File: src/rtl/multdiv_unit.sv
// Sequential signed 32x32 multiply / divide beside the ALU: one bit per clock,
// 32 iterations plus a sign fix-up cycle, then a one-cycle ready pulse.
module multdiv_unit (
    input  logic        clock,
    input  logic        ctrl_reset_n,
    input  logic [31:0] data_operandA,
    input  logic [31:0] data_operandB,
    input  logic        ctrl_MULT,
    input  logic        ctrl_DIV,
    output logic [31:0] data_result,
    output logic        data_exception,
    output logic        data_resultRDY
);
    typedef enum logic [1:0] {S_IDLE, S_MUL, S_DIV, S_DONE} state_t;

    state_t      state_q, state_d;
    logic [5:0]  cnt_q, cnt_d;
    logic [63:0] acc_q, acc_d;
    logic [31:0] opnd_q;
    logic        neg_q, dz_q, ovf_q;
    logic [31:0] res_q, res_d;
    logic        exc_q, exc_d, rdy_q, rdy_d;

    logic        start;
    logic [31:0] abs_a, abs_b;
    logic [32:0] mul_sum;
    logic [31:0] div_shift;
    logic [32:0] div_diff;
    logic [63:0] prod;
    logic [31:0] quo;

    assign start = ctrl_MULT | ctrl_DIV;
    assign abs_a = data_operandA[31] ? (~data_operandA + 32'd1) : data_operandA;
    assign abs_b = data_operandB[31] ? (~data_operandB + 32'd1) : data_operandB;

    // Multiply: acc = {partial high, multiplier}; add on LSB, shift right.
    assign mul_sum = {1'b0, acc_q[63:32]} + (acc_q[0] ? {1'b0, opnd_q} : 33'd0);
    // Divide: acc = {remainder, dividend bits}; the remainder stays below the
    // divisor, so twice it plus one bit always fits in 32 bits.
    assign div_shift = {acc_q[62:32], acc_q[31]};
    assign div_diff  = {1'b0, div_shift} - {1'b0, opnd_q};
    assign prod      = neg_q ? (~acc_q + 64'd1) : acc_q;
    assign quo       = neg_q ? (~acc_q[31:0] + 32'd1) : acc_q[31:0];

    always_ff @(posedge clock or negedge ctrl_reset_n) begin
        if (!ctrl_reset_n) state_q <= S_IDLE;
        else               state_q <= state_d;
    end

    always_comb begin
        state_d = state_q;
        if (ctrl_MULT)     state_d = S_MUL;
        else if (ctrl_DIV) state_d = S_DIV;
        else begin
            case (state_q)
                S_MUL, S_DIV: if (cnt_q == 6'd32) state_d = S_DONE;
                S_DONE:       state_d = S_IDLE;
                default:      state_d = S_IDLE;
            endcase
        end
    end

    always_comb begin
        acc_d = acc_q;
        cnt_d = cnt_q;
        res_d = res_q;
        exc_d = exc_q;
        rdy_d = 1'b0;
        if (start) begin
            acc_d = {32'd0, ctrl_MULT ? abs_b : abs_a};
            cnt_d = 6'd0;
        end else if (state_q == S_MUL || state_q == S_DIV) begin
            if (cnt_q != 6'd32) begin
                cnt_d = cnt_q + 6'd1;
                if (state_q == S_MUL) acc_d = {mul_sum, acc_q[31:1]};
                else if (!div_diff[32]) acc_d = {div_diff[31:0], acc_q[30:0], 1'b1};
                else acc_d = {div_shift, acc_q[30:0], 1'b0};
            end else begin
                rdy_d = 1'b1;
                if (state_q == S_MUL) begin
                    res_d = prod[31:0];
                    exc_d = ~((&prod[63:31]) | ~(|prod[63:31]));
                end else if (dz_q) begin
                    res_d = 32'd0;
                    exc_d = 1'b1;
                end else begin
                    res_d = quo;
                    exc_d = ovf_q;
                end
            end
        end
    end

    always_ff @(posedge clock or negedge ctrl_reset_n) begin
        if (!ctrl_reset_n) begin
            cnt_q  <= 6'd0;
            acc_q  <= 64'd0;
            opnd_q <= 32'd0;
            neg_q  <= 1'b0;
            dz_q   <= 1'b0;
            ovf_q  <= 1'b0;
            res_q  <= 32'd0;
            exc_q  <= 1'b0;
            rdy_q  <= 1'b0;
        end else begin
            cnt_q <= cnt_d;
            acc_q <= acc_d;
            res_q <= res_d;
            exc_q <= exc_d;
            rdy_q <= rdy_d;
            if (start) begin
                opnd_q <= ctrl_MULT ? abs_a : abs_b;
                neg_q  <= data_operandA[31] ^ data_operandB[31];
                dz_q   <= (data_operandB == 32'd0);
                ovf_q  <= (data_operandA == 32'h8000_0000) && (data_operandB == 32'hFFFF_FFFF);
            end
        end
    end

    assign data_result    = res_q;
    assign data_exception = exc_q;
    assign data_resultRDY = rdy_q;
endmodule
File: config.mk
export PLATFORM = sky130hd
export DESIGN_NAME = multdiv_unit
export DESIGN_NICKNAME = d
export VERILOG_FILES = /design/src/rtl/multdiv_unit.sv
export SDC_FILE = /design/constraint.sdc
export NUM_CORES = 1
export LEC_CHECK = 0
export ABC_AREA = 1
export CAP_MARGIN = 15
export CORE_AREA = 2 2 177 179
export CTS_CLUSTER_SIZE = 14
export DETAILED_ROUTE_END_ITERATION = 12
export DIE_AREA = 0 0 179 181
export PLACE_DENSITY = 0.66
export SLEW_MARGIN = 20
export SYNTH_ARGS = -nofsm -noshare
export SYNTH_HDL_FRONTEND = slang
export SYNTH_SLANG_ARGS = --single-unit
File: constraint.sdc
create_clock -name clock -period 6.9 [get_ports clock]
set_input_delay 2.07 -clock clock [delete_from_list [all_inputs] [get_ports clock]]
set_output_delay 2.07 -clock clock [all_outputs]
set_load 0.005 [all_outputs]
Word level (Yosys, flattened, before mapping)
Index checks and enable logic that the tools add are counted.
{"block": "classes", "eq_ne": 7, "n_reduce_logical": 10, "addsub": 7, "muxes": 26, "n_bitwise": 11}
{"cell": "64-bit two-way mux", "count": 6}
{"cell": "32-bit two-way mux", "count": 8}
{"cell": "32-bit by 1-bit adder with 32-bit output (second input constant)", "count": 3}
{"cell": "32-bit inverter", "count": 3}
{"cell": "64-bit by 1-bit adder with 64-bit output (second input constant)", "count": 1}
{"cell": "32-bit equality test (second input constant)", "count": 2}
{"cell": "64-bit inverter", "count": 1}
{"cell": "32-bit by 32-bit adder with 33-bit output", "count": 1}
{"cell": "33-bit AND reduction", "count": 1}
{"cell": "33-bit OR reduction", "count": 1}
{"cell": "32-bit by 32-bit subtractor with 33-bit output", "count": 1}
{"cell": "32-bit zero test", "count": 1}
{"cell": "6-bit two-way mux", "count": 3}
{"cell": "2-bit two-way mux", "count": 4}
{"cell": "6-bit by 1-bit adder with 6-bit output (second input constant)", "count": 1}
{"cell": "6-bit equality test (second input constant)", "count": 1}
{"cell": "6-bit inequality test (second input constant)", "count": 1}
{"cell": "1-bit two-way mux", "count": 5}
{"cell": "4-bit inequality test (second input constant)", "count": 1}
{"cell": "1-bit inverter", "count": 4}
{"cell": "2-bit nonzero test", "count": 2}
{"cell": "3-bit AND reduction", "count": 1}
{"cell": "2-bit by 1-bit equality test with 1-bit output (second input constant)", "count": 1}
{"cell": "2-bit equality test (second input constant)", "count": 1}
{"cell": "other kinds (6)", "count": 7}
{"block": "word_totals", "out_inout_bits": 34, "input_bits": 68, "regBits": 141}

Longest topological paths before layout
{"block": "depth", "depth_word": 8, "ltp_mapped": 21, "ltp_nobuf": 19}

Worst setup path before layout
Ideal clock, no wire load.
{"block": "synth_timing", "kind": "input-to-reg", "start": "in data_operandA[1]", "end": "reg acc_q[30]", "arrival_time_ns": 3.574, "stages": 14, "setup_ns": 0.119, "required_ns": 6.781, "slack_ns": 3.207, "path_cell_list": "inv_1 > ha_1 > inv_1 > nor3_2 > nand3_1 > nor3_2 > nand3_1 > nand2_1 > o21ai_2 > nor2_2 > o21ai_0 > xor2_1 > a21oi_1 > nand2_1"}
{"block": "synth_via", "elab_chain_len": 5}
{"element": "from (decl)", "line": "6", "rtl": "input logic [31:0] data_operandA,"}
{"element": "32-bit inverter", "line": "33", "rtl": "assign abs_a = data_operandA[31] ? (~data_operandA + 32'd1) : data_operandA;"}
{"element": "32-bit by 1-bit adder with 32-bit output", "line": "33"}
{"element": "32-bit two-way mux", "line": "33"}
{"element": "32-bit two-way mux", "line": "70", "rtl": "acc_d = {32'd0, ctrl_MULT ? abs_b : abs_a};"}
{"element": "64-bit two-way mux", "line": "69", "rtl": "if (start) begin"}
{"element": "to (signal assigned)", "line": "97", "rtl": "acc_q <= 64'd0;"}
{"element": "to (signal assigned)", "line": "107", "rtl": "acc_q <= acc_d;"}
{"element": "to (decl)", "line": "18", "rtl": "logic [63:0] acc_q, acc_d;"}
Every way passes these cells.
A chain may end at the register's enable or synchronous reset.

Final worst setup path
{"block": "layout_timing", "start": "in ctrl_MULT", "end": "reg acc_q[14]"}
{"block": "layout_via", "elab_chain_len": 3, "word_cells_on_any_way": 6}
{"element": "from (decl)", "line": "8", "rtl": "input logic ctrl_MULT,"}
{"element": "1-bit OR", "line": "32", "rtl": "assign start = ctrl_MULT | ctrl_DIV;"}
{"element": "2-bit nonzero test (no source line)"}
{"element": "2-bit AND reduction (no source line)"}
Several ways; a longest one is shown, not always the timed one.

==> impl_metrics.yaml <==
status:
  outcome: "finished, final reports clean"
min_path:
  hp-start: "data_result[27]$_DFFE_PN0P_"
  min_path_cells: 1
  hold_path_class: "reg -> reg"
  min_to: "data_result[27]$_DFFE_PN0P_"
logic_synthesis:
  ys_ff_latch: 141
  synth_nets: 2577
  async_flop_share: 1.00
  ys_seq_area_frac: 0.236
  yosysTopAreaCellShare: 0.236
  synthCells: 2436
  synth_edf_count: 0
  yosys_warnings: 0
  syn_avg_cell_area_um2: 6.15
  yosysTopAreaCell: "dfrtp_1"
  synthFlopType: "dfrtp_1"
  ys_top_cells_by_area: "dfrtp_1, nand2_1, inv_1"
  synthDistinctLibCells: 60
  syn_area_mm2: 0.0150
global_routing:
  grt_pass1_vias: 16300
  grt_max_degree: 89
  gr-total-overflow: 0
  track_usage: 0.386
  antenna_found_initial: 0
  grt_pass1_wl_um: 94100
floorplanning:
  die_area_mm2: 0.0324
  io_pins: 102
  rows: 64
  start_util: 0.494
  fp.coreArea_mm2: 0.0303
  die_h_um: 181
  fp.dieW_um: 179
worst_setup_path:
  cp.required_ps: 7240
  r2r-start: "acc_q[31]$_DFFE_PN0P_"
  reg2reg_slack_ps: 3270
  path_max_fanout: 38
  r2r_end: "acc_q[57]$_DFFE_PN0P_"
  path_class: "in -> reg"
  start_kind: "primary input"
  reg2reg_depth: 14
  cp.arrival_ps: 4900
  cp-end-kind: "flip-flop"
layout:
  drive_gt1_frac: 0.0467
  synthToLayoutAreaGrowth_pct: 12.4
  nets: 2631
  n_antenna_cell: 0
timing:
  worst_pin_slew_ps: 1050
  post-route-min-period_ps: 4570
  hold_slack_ps: 480
  report.final.slew_viol_count: 0
  fmax_mhz: 219
  setup_viol: 0
  clock_skew_ps: 11.6
  rsz0062_at_grt: "no"
  fin_setup_tns_ps: 0
  hold_violations: 0
  slew-limit-headroom: 0.299
  fin_crit_sh: 0.662
drt:
  num_vias: 17000
  drtIter0Drc: 1932
  wl_per_cell_um: 21.2
  antenna_left: 0
  drc: 0
  first_pass_iters: 6
  routed_wl_um: 61400
  vias_per_cell: 5.86
power_and_ir_drop:
  ir_drop_mv: 0.271
  switchingPower_mw: 1.72
  power_density_mw_per_mm2: 220
  switching_share: 0.465
  leakage_nw: 8.30
  power_frac_clock: 0.266
  comb_power_share: 0.438
  power.internal_mw: 1.98
  power_frac_seq: 0.296
clock_tree:
  clock_latency_ps: 450
  cts_hold_buf: 0
  clkTransAtPathRegs_ps: 70
  cts_setup_buffers: 0
  root_buffer: "clkbuf_16"
  ctsResizeCount: 0
  clock_sinks: 141
  numCtsBuffers: 17
  cts.path.max_buffers: 2
  h-tree-depth: 4
  cts_tree: "built"
place:
  gp_congestion: 1.02
  io_buffer_count: 101
  hpwl_um: 49100
flow_run:
  drv_cap: 0
## worst max path at each step
stage | from | end | slack (ps) | cells after the start
global route | ctrl_MULT | acc_q[14]$_DFFE_PN0P_ | 2130 | 10
finish | ctrl_MULT | acc_q[14]$_DFFE_PN0P_ | 2330 | 10
floorplan | data_operandA[1] | acc_q[30]$_DFFE_PN0P_ | 3210 | 14
detailed placement | ctrl_MULT | acc_q[14]$_DFFE_PN0P_ | 2050 | 10
global placement | ctrl_MULT | acc_q[14]$_DFFE_PN0P_ | 2110 | 10
CTS | ctrl_MULT | acc_q[14]$_DFFE_PN0P_ | 2400 | 10
## power groups by stage
stage | Combinational, mW | Sequential, mW | Clock, mW
final | 1.62 | 1.10 | 0.986
after global routing | 1.80 | 1.10 | 1.02
after CTS | 1.58 | 1.09 | 0.981
after detailed placement | 1.57 | 1.10 | 0
after global placement | 1.56 | 1.10 | 0
after floorplan | 1.11 | 1.01 | 0
## cell usage after synthesis, types with 15 or more instances
cell type	instances
a21oi_1	145
a22oi_1	15
clkbuf_1	52
dfrtp_1	141
ha_1	71
inv_1	319
nand2_1	651
nand3_1	149
nand4_1	44
nor2_1	278
nor3_1	28
o211ai_1	27
o21ai_0	191
o21ai_1	31
xnor2_1	32
xor2_1	60
## worst max-delay path, cell delays in order
cell and delay [ps]:
buf_2 350, buf_4 400, inv_1 320, nand2_1 490, inv_1 320, buf_4 350
a21oi_1 230, o211ai_1 170, o21ai_0 120, inv_1 60
## flip-flops by register name (all words and copies together) (netlist names)
register / count
acc_q: 64
data_result: 32
opnd_q: 32
cnt_q: 6
state_q: 2
data_exception: 1
data_resultRDY: 1
dz_q: 1
neg_q: 1
ovf_q: 1
## layout make-up
class / count / area (um^2)
Clock buffer: 19 / 453
Clock inverter: 13 / 151
Fill cell: 3145 / 13500
Inverter: 328 / 1230
Multi-Input combinational cell: 1891 / 9900
Sequential cell: 141 / 3530
Tap cell: 396 / 495
Timing Repair Buffer: 111 / 1080
## layer usage
layer,track usage,up-vias,wire (um)
met1,0.492,7904,25100
met5,0,-,0
met3,0.0572,188,4270
met4,0.212,0,3890
li1,-,8105,-
met2,0.624,797,28200
## through the flow
step	utilization	total power [mW]	setup slack (ps)	cell area [um^2]	instances
2_1_floorplan	-	2.12	3210	15000	2436
3_3_place_gp	0.535	2.66	2110	16200	2867
3_5_place_dp	0.535	2.68	2050	16200	2867
4_1_cts	0.555	3.65	2400	16800	2899
5_1_grt	0.555	3.93	2130	16800	2899
6_report	0.555	3.70	2330	16800	2899
## kinds of logic (layout without fill, tap and decap cells)
group,Yosys count,in the layout,synth area share
AO/OA/AOI/OAI,502,502,0.195
XOR/XNOR,93,93,0.0549
AND/OR/NAND/NOR,1223,1223,0.349
flip-flops,141,141,0.236
buffers and inverters,404,471,0.104
adder cells (fa/ha/maj),73,73,0.0620
## cell usage in the layout (no fill, tap or decap), drive strengths merged, types with 8 or more instances in the layout
cell,n
inv,331
nor3,35
xnor2,32
o22ai,9
clkdlybuf4s50,99
nor2,290
xor2,61
nand4,45
ha,71
a21o,10
or2,14
nand3,153
a22oi,15
a21oi,147
dfrtp,141
clkbuf,19
o21bai,13
buf,12
nand2,662
o21ai,230
nor4,15
o211ai,27
o221ai,8
(Power assumes the default switching activity.)
